$ cat src/rtl/axi_wr_arbiter_if.sv
// Bus bundle for axi_wr_arbiter: the per-master AW/W inputs (packed, master i at
// slice i) and the single downstream AW/W channel.
//   slave  : arbiter view (takes s_* requests, drives the m_* channel)
//   master : environment view (drives s_* requests, sinks the m_* channel)
interface axi_wr_arbiter_if #(
   parameter int unsigned NUM_M  = 4,
   parameter int unsigned ADDR_W = 32,
   parameter int unsigned ID_W   = 4,
   parameter int unsigned DATA_W = 32
);
   logic [NUM_M-1:0]        s_awvalid;
   logic [NUM_M-1:0]        s_awready;
   logic [NUM_M*ADDR_W-1:0] s_awaddr;
   logic [NUM_M*ID_W-1:0]   s_awid;
   logic [NUM_M*8-1:0]      s_awlen;

   logic                    m_awvalid;
   logic                    m_awready;
   logic [ADDR_W-1:0]       m_awaddr;
   logic [ID_W-1:0]         m_awid;
   logic [7:0]              m_awlen;

   logic [NUM_M-1:0]        s_wvalid;
   logic [NUM_M-1:0]        s_wlast;
   logic [NUM_M-1:0]        s_wready;
   logic [NUM_M*DATA_W-1:0] s_wdata;

   logic                    m_wvalid;
   logic                    m_wlast;
   logic                    m_wready;
   logic [DATA_W-1:0]       m_wdata;

   modport slave (
      input  s_awvalid, s_awaddr, s_awid, s_awlen,
      output s_awready,
      output m_awvalid, m_awaddr, m_awid, m_awlen,
      input  m_awready,
      input  s_wvalid, s_wlast, s_wdata,
      output s_wready,
      output m_wvalid, m_wlast, m_wdata,
      input  m_wready
   );

   modport master (
      output s_awvalid, s_awaddr, s_awid, s_awlen,
      input  s_awready,
      input  m_awvalid, m_awaddr, m_awid, m_awlen,
      output m_awready,
      output s_wvalid, s_wlast, s_wdata,
      input  s_wready,
      input  m_wvalid, m_wlast, m_wdata,
      output m_wready
   );
endinterface

$ cat src/rtl/axi_wr_arbiter.sv
// AXI write-path arbiter: NUM_M masters share one slave-side AW + W path.
// AW requests are granted round-robin into a registered AW output stage; each
// granted master index is queued so W beats are steered, whole bursts at a
// time, in the same order the AWs were issued.
// Ports:
//   aclk, aresetn (async, active-low), srst (sync, active-high, same effect)
//   bus       : axi_wr_arbiter_if.slave (per-master AW/W in, downstream AW/W out)
//   ord_count : current write-order queue occupancy
module axi_wr_arbiter #(
   parameter int unsigned NUM_M    = 4,
   parameter int unsigned ADDR_W   = 32,
   parameter int unsigned ID_W     = 4,
   parameter int unsigned DATA_W   = 32,
   parameter int unsigned ORD_LOG2 = 2
) (
   input  logic                 aclk,
   input  logic                 aresetn,
   input  logic                 srst,
   axi_wr_arbiter_if.slave      bus,
   output logic [ORD_LOG2:0]    ord_count
);

   localparam int unsigned IDX_W = $clog2(NUM_M);
   localparam int unsigned DEPTH = 2 ** ORD_LOG2;

   typedef logic [IDX_W-1:0] idx_t;

   // (base + off) mod NUM_M, valid for base, off < NUM_M.
   function automatic idx_t wrap_add(input idx_t base, input int off);
      logic [IDX_W:0] sum;
      sum = {1'b0, base} + (IDX_W+1)'(off);
      if (sum >= (IDX_W+1)'(NUM_M)) begin
         sum = sum - (IDX_W+1)'(NUM_M);
      end
      return sum[IDX_W-1:0];
   endfunction

   // Per-master views of the packed request buses.
   logic [ADDR_W-1:0] aw_addr [NUM_M];
   logic [ID_W-1:0]   aw_id   [NUM_M];
   logic [7:0]        aw_len  [NUM_M];
   logic [DATA_W-1:0] w_data  [NUM_M];

   for (genvar i = 0; i < NUM_M; i++) begin : g_unpack
      assign aw_addr[i] = bus.s_awaddr[i*ADDR_W +: ADDR_W];
      assign aw_id[i]   = bus.s_awid[i*ID_W +: ID_W];
      assign aw_len[i]  = bus.s_awlen[i*8 +: 8];
      assign w_data[i]  = bus.s_wdata[i*DATA_W +: DATA_W];
   end

   // State
   logic              aw_valid_q, aw_valid_d;
   logic [ADDR_W-1:0] aw_addr_q, aw_addr_d;
   logic [ID_W-1:0]   aw_id_q, aw_id_d;
   logic [7:0]        aw_len_q, aw_len_d;
   idx_t              rr_q, rr_d;
   idx_t              ord_q [DEPTH];
   logic [ORD_LOG2-1:0] wr_ptr_q, wr_ptr_d;
   logic [ORD_LOG2-1:0] rd_ptr_q, rd_ptr_d;
   logic [ORD_LOG2:0]   cnt_q, cnt_d;

   // Combinational
   logic             active;
   logic             slot_free;
   logic             full;
   logic             empty;
   logic             any_req;
   logic             grant;
   logic             push;
   logic             pop;
   idx_t             winner;
   idx_t             head;
   logic [NUM_M-1:0] awready;
   logic [NUM_M-1:0] wready;
   logic             wvalid;
   logic             wlast;
   logic [DATA_W-1:0] wdata;

   // Requests and W routing are suppressed while either reset is asserted.
   assign active    = aresetn & ~srst;
   assign slot_free = ~aw_valid_q | bus.m_awready;
   assign full      = (cnt_q == (ORD_LOG2+1)'(DEPTH));
   assign empty     = (cnt_q == '0);
   assign any_req   = |bus.s_awvalid;
   assign grant     = active & slot_free & ~full & any_req;
   assign push      = grant;
   assign head      = ord_q[rd_ptr_q];

   // Round-robin pick: scan downward so the lowest offset from rr wins.
   always_comb begin
      idx_t cand;
      winner = '0;
      for (int k = int'(NUM_M) - 1; k >= 0; k--) begin
         cand = wrap_add(rr_q, k);
         if (bus.s_awvalid[cand]) begin
            winner = cand;
         end
      end
   end

   always_comb begin
      awready = '0;
      if (grant) begin
         awready[winner] = 1'b1;
      end
   end

   always_comb begin
      aw_valid_d = aw_valid_q;
      aw_addr_d  = aw_addr_q;
      aw_id_d    = aw_id_q;
      aw_len_d   = aw_len_q;
      rr_d       = rr_q;
      if (grant) begin
         aw_valid_d = 1'b1;
         aw_addr_d  = aw_addr[winner];
         aw_id_d    = aw_id[winner];
         aw_len_d   = aw_len[winner];
         rr_d       = wrap_add(winner, 1);
      end else if (slot_free) begin
         aw_valid_d = 1'b0;
      end
   end

   // W steering from the queue head; the head stays put until its WLAST.
   always_comb begin
      wvalid = 1'b0;
      wlast  = 1'b0;
      wdata  = '0;
      wready = '0;
      if (active && !empty) begin
         wvalid       = bus.s_wvalid[head];
         wlast        = bus.s_wlast[head];
         wdata        = w_data[head];
         wready[head] = bus.m_wready;
      end
   end

   assign pop = wvalid & bus.m_wready & wlast;

   always_comb begin
      wr_ptr_d = push ? wr_ptr_q + 1'b1 : wr_ptr_q;
      rd_ptr_d = pop  ? rd_ptr_q + 1'b1 : rd_ptr_q;
      cnt_d    = cnt_q;
      if (push && !pop) begin
         cnt_d = cnt_q + 1'b1;
      end else if (pop && !push) begin
         cnt_d = cnt_q - 1'b1;
      end
   end

   always_ff @(posedge aclk or negedge aresetn) begin
      if (!aresetn) begin
         aw_valid_q <= 1'b0;
         aw_addr_q  <= '0;
         aw_id_q    <= '0;
         aw_len_q   <= '0;
         rr_q       <= '0;
         wr_ptr_q   <= '0;
         rd_ptr_q   <= '0;
         cnt_q      <= '0;
      end else if (srst) begin
         aw_valid_q <= 1'b0;
         aw_addr_q  <= '0;
         aw_id_q    <= '0;
         aw_len_q   <= '0;
         rr_q       <= '0;
         wr_ptr_q   <= '0;
         rd_ptr_q   <= '0;
         cnt_q      <= '0;
      end else begin
         aw_valid_q <= aw_valid_d;
         aw_addr_q  <= aw_addr_d;
         aw_id_q    <= aw_id_d;
         aw_len_q   <= aw_len_d;
         rr_q       <= rr_d;
         wr_ptr_q   <= wr_ptr_d;
         rd_ptr_q   <= rd_ptr_d;
         cnt_q      <= cnt_d;
      end
   end

   // Queue storage needs no reset; occupancy alone defines valid entries.
   always_ff @(posedge aclk) begin
      if (push) begin
         ord_q[wr_ptr_q] <= winner;
      end
   end

   assign bus.s_awready = awready;
   assign bus.m_awvalid = aw_valid_q;
   assign bus.m_awaddr  = aw_addr_q;
   assign bus.m_awid    = aw_id_q;
   assign bus.m_awlen   = aw_len_q;
   assign bus.s_wready  = wready;
   assign bus.m_wvalid  = wvalid;
   assign bus.m_wlast   = wlast;
   assign bus.m_wdata   = wdata;
   assign ord_count     = cnt_q;

endmodule

$ cat src/flat_wrapper.sv
// flat-port wrapper written by rule: the top's interface ports become plain ports
module axi_wr_arbiter_flat 
#(
   parameter int unsigned NUM_M    = 4,
   parameter int unsigned ADDR_W   = 32,
   parameter int unsigned ID_W     = 4,
   parameter int unsigned DATA_W   = 32,
   parameter int unsigned ORD_LOG2 = 2
)
  (aclk, aresetn, srst, ord_count, bus_s_awvalid, bus_s_awaddr, bus_s_awid, bus_s_awlen, bus_s_awready, bus_m_awvalid, bus_m_awaddr, bus_m_awid, bus_m_awlen, bus_m_awready, bus_s_wvalid, bus_s_wlast, bus_s_wdata, bus_s_wready, bus_m_wvalid, bus_m_wlast, bus_m_wdata, bus_m_wready);
  axi_wr_arbiter_if #(.NUM_M(NUM_M), .ADDR_W(ADDR_W), .ID_W(ID_W), .DATA_W(DATA_W)) bus_i ();
  input  logic aclk;
  input  logic aresetn;
  input  logic srst;
  output logic [ORD_LOG2:0] ord_count;
  input wire logic [$bits(bus_i.s_awvalid)-1:0] bus_s_awvalid;
  input wire logic [$bits(bus_i.s_awaddr)-1:0] bus_s_awaddr;
  input wire logic [$bits(bus_i.s_awid)-1:0] bus_s_awid;
  input wire logic [$bits(bus_i.s_awlen)-1:0] bus_s_awlen;
  output wire logic [$bits(bus_i.s_awready)-1:0] bus_s_awready;
  output wire logic [$bits(bus_i.m_awvalid)-1:0] bus_m_awvalid;
  output wire logic [$bits(bus_i.m_awaddr)-1:0] bus_m_awaddr;
  output wire logic [$bits(bus_i.m_awid)-1:0] bus_m_awid;
  output wire logic [$bits(bus_i.m_awlen)-1:0] bus_m_awlen;
  input wire logic [$bits(bus_i.m_awready)-1:0] bus_m_awready;
  input wire logic [$bits(bus_i.s_wvalid)-1:0] bus_s_wvalid;
  input wire logic [$bits(bus_i.s_wlast)-1:0] bus_s_wlast;
  input wire logic [$bits(bus_i.s_wdata)-1:0] bus_s_wdata;
  output wire logic [$bits(bus_i.s_wready)-1:0] bus_s_wready;
  output wire logic [$bits(bus_i.m_wvalid)-1:0] bus_m_wvalid;
  output wire logic [$bits(bus_i.m_wlast)-1:0] bus_m_wlast;
  output wire logic [$bits(bus_i.m_wdata)-1:0] bus_m_wdata;
  input wire logic [$bits(bus_i.m_wready)-1:0] bus_m_wready;
  assign bus_i.s_awvalid = bus_s_awvalid;
  assign bus_i.s_awaddr = bus_s_awaddr;
  assign bus_i.s_awid = bus_s_awid;
  assign bus_i.s_awlen = bus_s_awlen;
  assign bus_s_awready = bus_i.s_awready;
  assign bus_m_awvalid = bus_i.m_awvalid;
  assign bus_m_awaddr = bus_i.m_awaddr;
  assign bus_m_awid = bus_i.m_awid;
  assign bus_m_awlen = bus_i.m_awlen;
  assign bus_i.m_awready = bus_m_awready;
  assign bus_i.s_wvalid = bus_s_wvalid;
  assign bus_i.s_wlast = bus_s_wlast;
  assign bus_i.s_wdata = bus_s_wdata;
  assign bus_s_wready = bus_i.s_wready;
  assign bus_m_wvalid = bus_i.m_wvalid;
  assign bus_m_wlast = bus_i.m_wlast;
  assign bus_m_wdata = bus_i.m_wdata;
  assign bus_i.m_wready = bus_m_wready;
  axi_wr_arbiter #(.NUM_M(NUM_M), .ADDR_W(ADDR_W), .ID_W(ID_W), .DATA_W(DATA_W), .ORD_LOG2(ORD_LOG2)) u_core (.aclk(aclk), .aresetn(aresetn), .srst(srst), .bus(bus_i), .ord_count(ord_count));
endmodule
$ cat config.mk
export PLATFORM = sky130hd
export DESIGN_NAME = axi_wr_arbiter_flat
export DESIGN_NICKNAME = d
export VERILOG_FILES = /design/src/rtl/axi_wr_arbiter_if.sv /design/src/rtl/axi_wr_arbiter.sv /design/src/flat_wrapper.sv
export SDC_FILE = /design/constraint.sdc
export NUM_CORES = 1
export LEC_CHECK = 0
export BUFFER_PORTS_ARGS = -buffer_cell sky130_fd_sc_hd__buf_2
export CORE_AREA = 2 2 159 161
export DETAILED_ROUTE_END_ITERATION = 10
export DIE_AREA = 0 0 161 163
export SYNTH_ARGS = -nofsm -noshare
export SYNTH_HDL_FRONTEND = slang
export SYNTH_SLANG_ARGS = --single-unit
export TNS_END_PERCENT = 1
$ cat constraint.sdc
create_clock -name aclk -period 2.6 [get_ports aclk]
set_input_delay 0.13 -clock aclk [delete_from_list [all_inputs] [get_ports aclk]]
set_output_delay 0.13 -clock aclk [all_outputs]
set_load 0.02 [all_outputs]
==> results.json, run 1 <==
{
  "p_leak_nw": 4.27,
  "h-tree-depth": 3,
  "post-route-period-util_pct": 97.7,
  "grt_pass1_vias": 5392,
  "synthAdderAreaFrac_pct": 2.36,
  "r2r_slack_ns": 0.06,
  "wl_per_cell_microns": 17.9,
  "rows": 58,
  "cp.depth": 7,
  "endpoint_kind": "register",
  "cp.required_ns": 2.88,
  "synth.area.mux_share_pct": 34.5,
  "timing.rr.end": "u_core.ord_count[2]$_DFFE_PN0P_",
  "synth_cell_types": 40,
  "ios": 411,
  "die-width_microns": 161,
  "multiInputGateArea_sq_mm": 0.00330,
  "setup_slack_ns": 0.0589,
  "final_common_cell": "buf_2",
  "synth_enable_flop_cells": 8,
  "critPathTopFamily": "multiplexers",
  "cp-endpoint": "u_core.ord_count[2]$_DFFE_PN0P_",
  "cp_num_buf_inv": 0,
  "gp_congestion": 0.837,
  "peakVddDrop_v": 0.000314,
  "antenna_found_initial": 4,
  "postPlaceCellArea_sq_mm": 0.00756,
  "cp-startpoint": "u_core.rd_ptr_q[0]$_DFFE_PN0P_",
  "tritoncts": "done",
  "final-seq-area_sq_mm": 0.00159,
  "busiest_layer": "met2",
  "slew_viol_final": 0,
  "drt-vias-per-instance": 4.56,
  "path_clk_slew_ns": 0.06,
  "path_cells": "mux4_2, mux2i_2, a22o_1, nor2_2, fa_2, or4b_4, nand3_2",
  "vias": 5414,
  "rsz0062_at_grt": "true",
  "port_buffers": 410,
  "start_util_pct": 20.6,
  "synth-seq-cells": 62,
  "synth-main-ff-cell": "dfrtp_1",
  "synth_top_family_by_area": "multiplexers",
  "finalClockSkew_ns": 0.0106,
  "cts_sinks": 62,
  "antenna_left": 0,
  "met3_usage_pct": 3.28,
  "grt_usage_pct": 15.5,
  "relSlewSlack_pct": 48.1,
  "die-area_sq_mm": 0.0262,
  "clock-root-buffer": "clkbuf_16",
  "avgSynthCellArea_sq_um": 11.4,
  "place_hpwl_mm": 16.8,
  "routed_wl_mm": 21.2,
  "hp-class": "input port to register",
  "min_period_ns": 2.54,
  "remaining_drc_errors": 0,
  "synthSimpleGateAreaFrac_pct": 16.1,
  "tightest_slew_ns": 0.778,
  "arrival_ns": 2.82,
  "finalNetCount": 1179,
  "preCtsSetupSlack_ns": -0.0528,
  "finalSetupTns_ns": 0,
  "reg2reg_from": "u_core.rd_ptr_q[0]$_DFFE_PN0P_",
  "setup_violations": 0,
  "die_h_microns": 163,
  "dr.pass1.iters": 4,
  "ys_warn_count": 0,
  "status": "complete, no violations",
  "start_kind": "register",
  "synth_compound_area_share_pct": 10.6,
  "fmax_ghz": 0.394,
  "use_met2_pct": 28.7,
  "netlist_instances": 447,
  "syn-cell-area_sq_mm": 0.00508,
  "max-clock-path-buffers": 2,
  "r2r_cells": 7,
  "final_area_sq_mm": 0.00792,
  "crit_path_max_incr_delay_ns": 0.57,
  "overflow": 0,
  "whs_path_depth": 3,
  "syn2layout_area_growth_pct": 55.8,
  "cp_max_fo": 4,
  "finalHoldViolCount": 0,
  "async_reset_ff_share_pct": 87.1,
  "yosysSeqAreaShare_pct": 31.3,
  "whs_ns": 0.0668,
  "synth_xor_area_share_pct": 0.344,
  "fp.coreArea_sq_mm": 0.0247,
  "slowest_stage": "mux4_2",
  "drive_gt1_share_pct": 58.5,
  "powerDensity_mw_per_mm2": 577,
  "final_cell_mix": "410 x buf_2, 91 x mux2i_1, 53 x dfrtp_1",
  "maxCapViolations": 0,
  "grt_pass1_wl_mm": 30.7,
  "crit_type": "register to register",
  "met1_usage_pct": 16.7,
  "synth_nets": 777,
  "numCtsBuffers": 9,
  "n_fill_cell": 2588,
  "grt_max_degree": 55,
  "clock_latency_ns": 0.34,
  "drtIter0Drc": 217
}
## cells in the mapped netlist (2+ instances only)
cell type   n  area (sq um)
o221ai_1   44           385
a21o_1      2          15.0
nor2b_1     2          12.5
mux2i_1    92           921
inv_1      10          37.5
clkbuf_1   27           101
ha_1        8           100
nand3b_1   45           338
o21ai_0     5          25.0
mux4_2     36           811
nand2_1    11          41.3
buf_6       5          56.3
and2_1     42           263
a21oi_1     4          20.0
buf_1       3          11.3
xnor2_1     2          17.5
buf_2       7          35.0
nand2b_1    4          25.0
nor2_1     12          45.0
edfxtp_1    8           240
nor3_1      2          10.0
o22ai_1     3          18.8
nand3_1     3          15.0
dfrtp_1    54          1350
## power breakdown
part / switching (mW) / total (mW) / internal [mW]
Combinational: 1.09 / 1.98 / 0.893
Clock: 0.489 / 1.33 / 0.838
Sequential: 0.0996 / 1.26 / 1.16
## worst min-delay path by stage
| stage | start | to | slack, ns |
|---|---|---|---|
| 3_5_place_dp | aresetn | u_core.bus.m_awaddr[2]$_DFFE_PN0P_ | 0.37 |
| 4_1_cts | bus_m_awready | u_core.bus.m_awvalid$_DFFE_PN0P_ | 0.05 |
| 6_report | bus_m_awready | u_core.bus.m_awvalid$_DFFE_PN0P_ | 0.07 |
| 5_1_grt | bus_m_awready | u_core.bus.m_awvalid$_DFFE_PN0P_ | 0.08 |
| 2_1_floorplan | aresetn | u_core.bus.m_awaddr[0]$_DFFE_PN0P_ | -0.17 |
| 3_3_place_gp | aresetn | u_core.bus.m_awaddr[0]$_DFFE_PN0P_ | 0.36 |
## cell type report
type	instances	area share (%)
multi-input combinational	333	41.6
timing repair buffer	433	28.5
sequential	62	20.1
tap	330	5.21
clock buffer	10	2.89
clock inverter	6	1.09
inverter	10	0.474
antenna	3	0.0947
## repair_timing
item	CTS	global route
hold buffers	1	0
pin swaps	0	2
endpoints found under the setup margin	26	27
hold endpoints to repair	9	0
buffers inserted	1	1
resized for setup	3	3
cloned	0	0
## per-layer routing
metal,share of wire (%),up-vias
met5,0,-
met4,3.9,0
met3,6.8,30
met2,52,276
met1,37,2559
li1,-,2549
## worst min-delay path: stages
cell and delay, ns:
buf_2 0.08, nand2b_1 0.09, o21ai_0 0.06
## registers in the layout (all words and copies together) (netlist names)
| register | cells |
|---|---|
| u_core.rr_q | 2 |
| u_core.bus.m_awid | 4 |
| u_core.ord_count | 3 |
| u_core.rd_ptr_q | 2 |
| u_core.bus.m_awlen | 8 |
| u_core.bus.m_awaddr | 32 |
| u_core.ord_q | 8 |
| u_core.wr_ptr_q | 2 |
| u_core.bus.m_awvalid | 1 |
## cell families after synthesis
kind of cell / count (synthesis)
buf+inv: 52
fa+ha+maj: 9
mux: 130
simple gates: 128
flops: 62
xor+xnor: 2
compound gates: 64
## stage by stage
step	std cells	power (mW)	util, %
floorplan	447	2.50	-
detailed placement	1165	3.27	30.6
global placement	1165	3.25	30.6
global route	1187	4.85	32.1
CTS	1183	4.63	32.0
finish	1187	4.57	32.1
Note: power is estimated with default switching activity, not from simulation.
==> run 2, diff against run 1 <==
--- a/config.mk
+++ b/config.mk
@@ -9,6 +9,7 @@
 export CORE_AREA = 2 2 159 161
 export DETAILED_ROUTE_END_ITERATION = 10
 export DIE_AREA = 0 0 161 163
+export GPL_TIMING_DRIVEN = 0
 export SYNTH_ARGS = -nofsm -noshare
 export SYNTH_HDL_FRONTEND = slang
 export SYNTH_SLANG_ARGS = --single-unit
==> run 2 against run 1 <==
The run now ends with setup timing left; register-to-register slack worse by 0.08 ns; power grew 4.2%; cell count up 2.0%; die area stayed put; sequential share of layout area down 0.28 points; combinational power rose by 3%; worst hold slack lost 0.0070 ns; largest power group unchanged.
==> results.json, run 2 (synthesized netlist as in run 1, its figures left out) <==
{
  "status": "finished with violations",
  "failed_checks": "setup timing",
  "fp.coreArea_sq_mm": 0.0247,
  "power.share.clock_pct": 30.2,
  "cp_max_fo": 6,
  "overflow": 0,
  "h-tree-depth": 3,
  "whs_path_depth": 3,
  "grt_pass1_wl_mm": 33.9,
  "drtIter0Drc": 254,
  "wl_per_cell_microns": 19.6,
  "post-route-period-util_pct": 101,
  "clock-root-buffer": "clkbuf_16",
  "hp-class": "input port to register",
  "port_buffers": 410,
  "postPlaceCellArea_sq_mm": 0.00756,
  "setup_violations": 1,
  "finalClockSkew_ns": 0.00890,
  "remaining_drc_errors": 0,
  "start_util_pct": 20.6,
  "min_period_ns": 2.62,
  "dr.pass1.iters": 4,
  "combinationalPowerShare_pct": 42.9,
  "seqPwrFrac_pct": 26.9,
  "tightest_slew_ns": 0.840,
  "tritoncts": "done",
  "drt-vias-per-instance": 4.61,
  "grt_max_degree": 55,
  "maxCapViolations": 0,
  "arrival_ns": 2.90,
  "powerDensity_mw_per_mm2": 593,
  "min_from": "bus_m_awready",
  "endpoint_kind": "register",
  "final_cell_mix": "412 x buf_2, 92 x mux2i_1, 53 x dfrtp_1",
  "slew_viol_final": 0,
  "rsz0062_at_grt": "true",
  "die_h_microns": 163,
  "vias": 5580,
  "final_area_sq_mm": 0.00804,
  "grt_usage_pct": 17.4,
  "rows": 58,
  "finalNetCount": 1202,
  "syn2layout_area_growth_pct": 58.1,
  "cts_sinks": 62,
  "routed_wl_mm": 23.7,
  "cp.required_ns": 2.88,
  "peakVddDrop_v": 0.000314,
  "drive_gt1_share_pct": 56.4,
  "internal_power_mw": 2.99,
  "path_clk_slew_ns": 0.06,
  "die-area_sq_mm": 0.0262,
  "switching_share_pct": 37.2,
  "crit_type": "register to register",
  "finalHoldViolCount": 0,
  "preCtsSetupSlack_ns": -1.14,
  "reg2reg_from": "u_core.rd_ptr_q[0]$_DFFE_PN0P_",
  "r2r_cells": 8,
  "antenna_left": 0,
  "largest_reg_flops": 32,
  "clock_latency_ns": 0.34,
  "p_leak_nw": 4.30,
  "relSlewSlack_pct": 44.0,
  "place_hpwl_mm": 19.5,
  "met1_usage_pct": 18.5,
  "numCtsBuffers": 9,
  "max-clock-path-buffers": 2,
  "worstHoldEndpoint": "u_core.bus.m_awvalid$_DFFE_PN0P_",
  "setup_slack_ns": -0.0187,
  "n_fill_cell": 2573,
  "start_kind": "register",
  "r2r_slack_ns": -0.02,
  "use_met2_pct": 32.5,
  "timing.rr.end": "u_core.ord_count[2]$_DFFE_PN0P_",
  "grt_pass1_vias": 5865,
  "die-width_microns": 161,
  "p_switching_mw": 1.77,
  "ios": 411,
  "gp_congestion": 0.869,
  "antenna_found_initial": 5,
  "fmax_ghz": 0.382,
  "final_common_cell": "buf_2",
  "met3_usage_pct": 3.46,
  "busiest_layer": "met2",
  "whs_ns": 0.0599
}
-- run 2: power by group through the flow --
stage | Clock (mW) | Sequential, mW | Combinational (mW)
after floorplan | 0 | 1.46 | 1.04
after global placement | 0 | 1.28 | 2.02
after detailed placement | 0 | 1.29 | 2.04
after CTS | 1.47 | 1.27 | 2.07
after global routing | 1.50 | 1.31 | 2.21
final | 1.44 | 1.28 | 2.04
-- run 2: worst max-delay path: stages (launching register included) --
cell	delay (ns)
dfrtp_2	0.41
mux4_2	0.56
buf_12	0.16
nor4_4	0.16
a22o_1	0.25
nor2_2	0.06
fa_2	0.36
or4b_4	0.52
nand3_2	0.08
-- run 2: how the worst max path moves through the flow --
stage                                         from                              end  slack (ns)  cells after the start
CTS                 u_core.rd_ptr_q[0]$_DFFE_PN0P_  u_core.ord_count[2]$_DFFE_PN0P_       -0.08                      8
global placement                           aresetn  u_core.ord_count[2]$_DFFE_PN0P_       -1.10                      8
finish              u_core.rd_ptr_q[0]$_DFFE_PN0P_  u_core.ord_count[2]$_DFFE_PN0P_       -0.02                      8
floorplan           u_core.rd_ptr_q[0]$_DFFE_PN0P_  u_core.ord_count[2]$_DFFE_PN0P_       -0.03                      8
detailed placement                         aresetn  u_core.ord_count[2]$_DFFE_PN0P_       -1.14                      8
global route        u_core.rd_ptr_q[0]$_DFFE_PN0P_  u_core.ord_count[2]$_DFFE_PN0P_       -0.12                      8
-- run 2: what timing repair did --
action / in CTS / in global routing
hold buffers: 2 / 0
setup buffers: 1 / 4
setup endpoints to repair: 102 / 76
endpoints found under the hold margin: 54 / 0
gates resized for setup: 10 / 9
pin swaps: 0 / 2
-- run 2: metal layers --
layer / share of wire [%] / wire (microns) / vias to the layer above
li1: - / - / 2597
met1: 36 / 8640 / 2641
met2: 52 / 12400 / 296
met3: 7.2 / 1710 / 44
met4: 4.2 / 994 / 2
met5: 0.046 / 11 / -
-- run 2: through the flow --
step	cells	utilization, %	setup TNS [ns]	total power, mW
finish	1211	32.6	-0.0187	4.76
global route	1211	32.6	-0.607	5.02
CTS	1205	32.4	-0.569	4.81
detailed placement	1187	30.7	-75.13	3.33
global placement	1187	30.7	-72.47	3.30
floorplan	447	-	-0.0280	2.50
-- run 2: area by class of cell --
| class | instances | area, sq um | share of cell area (%) |
|---|---|---|---|
| multi-input cells | 333 | 3290 | 41.0 |
| flip-flops and latches | 62 | 1590 | 19.8 |
| well taps | 330 | 413 | 5.14 |
| repair buffers | 417 | 2140 | 26.6 |
| inverters | 10 | 37.5 | 0.467 |
| clock inverters | 7 | 123 | 1.53 |
| diodes | 4 | 10.0 | 0.125 |
| plain buffers | 39 | 206 | 2.57 |
| clock buffers | 9 | 225 | 2.80 |
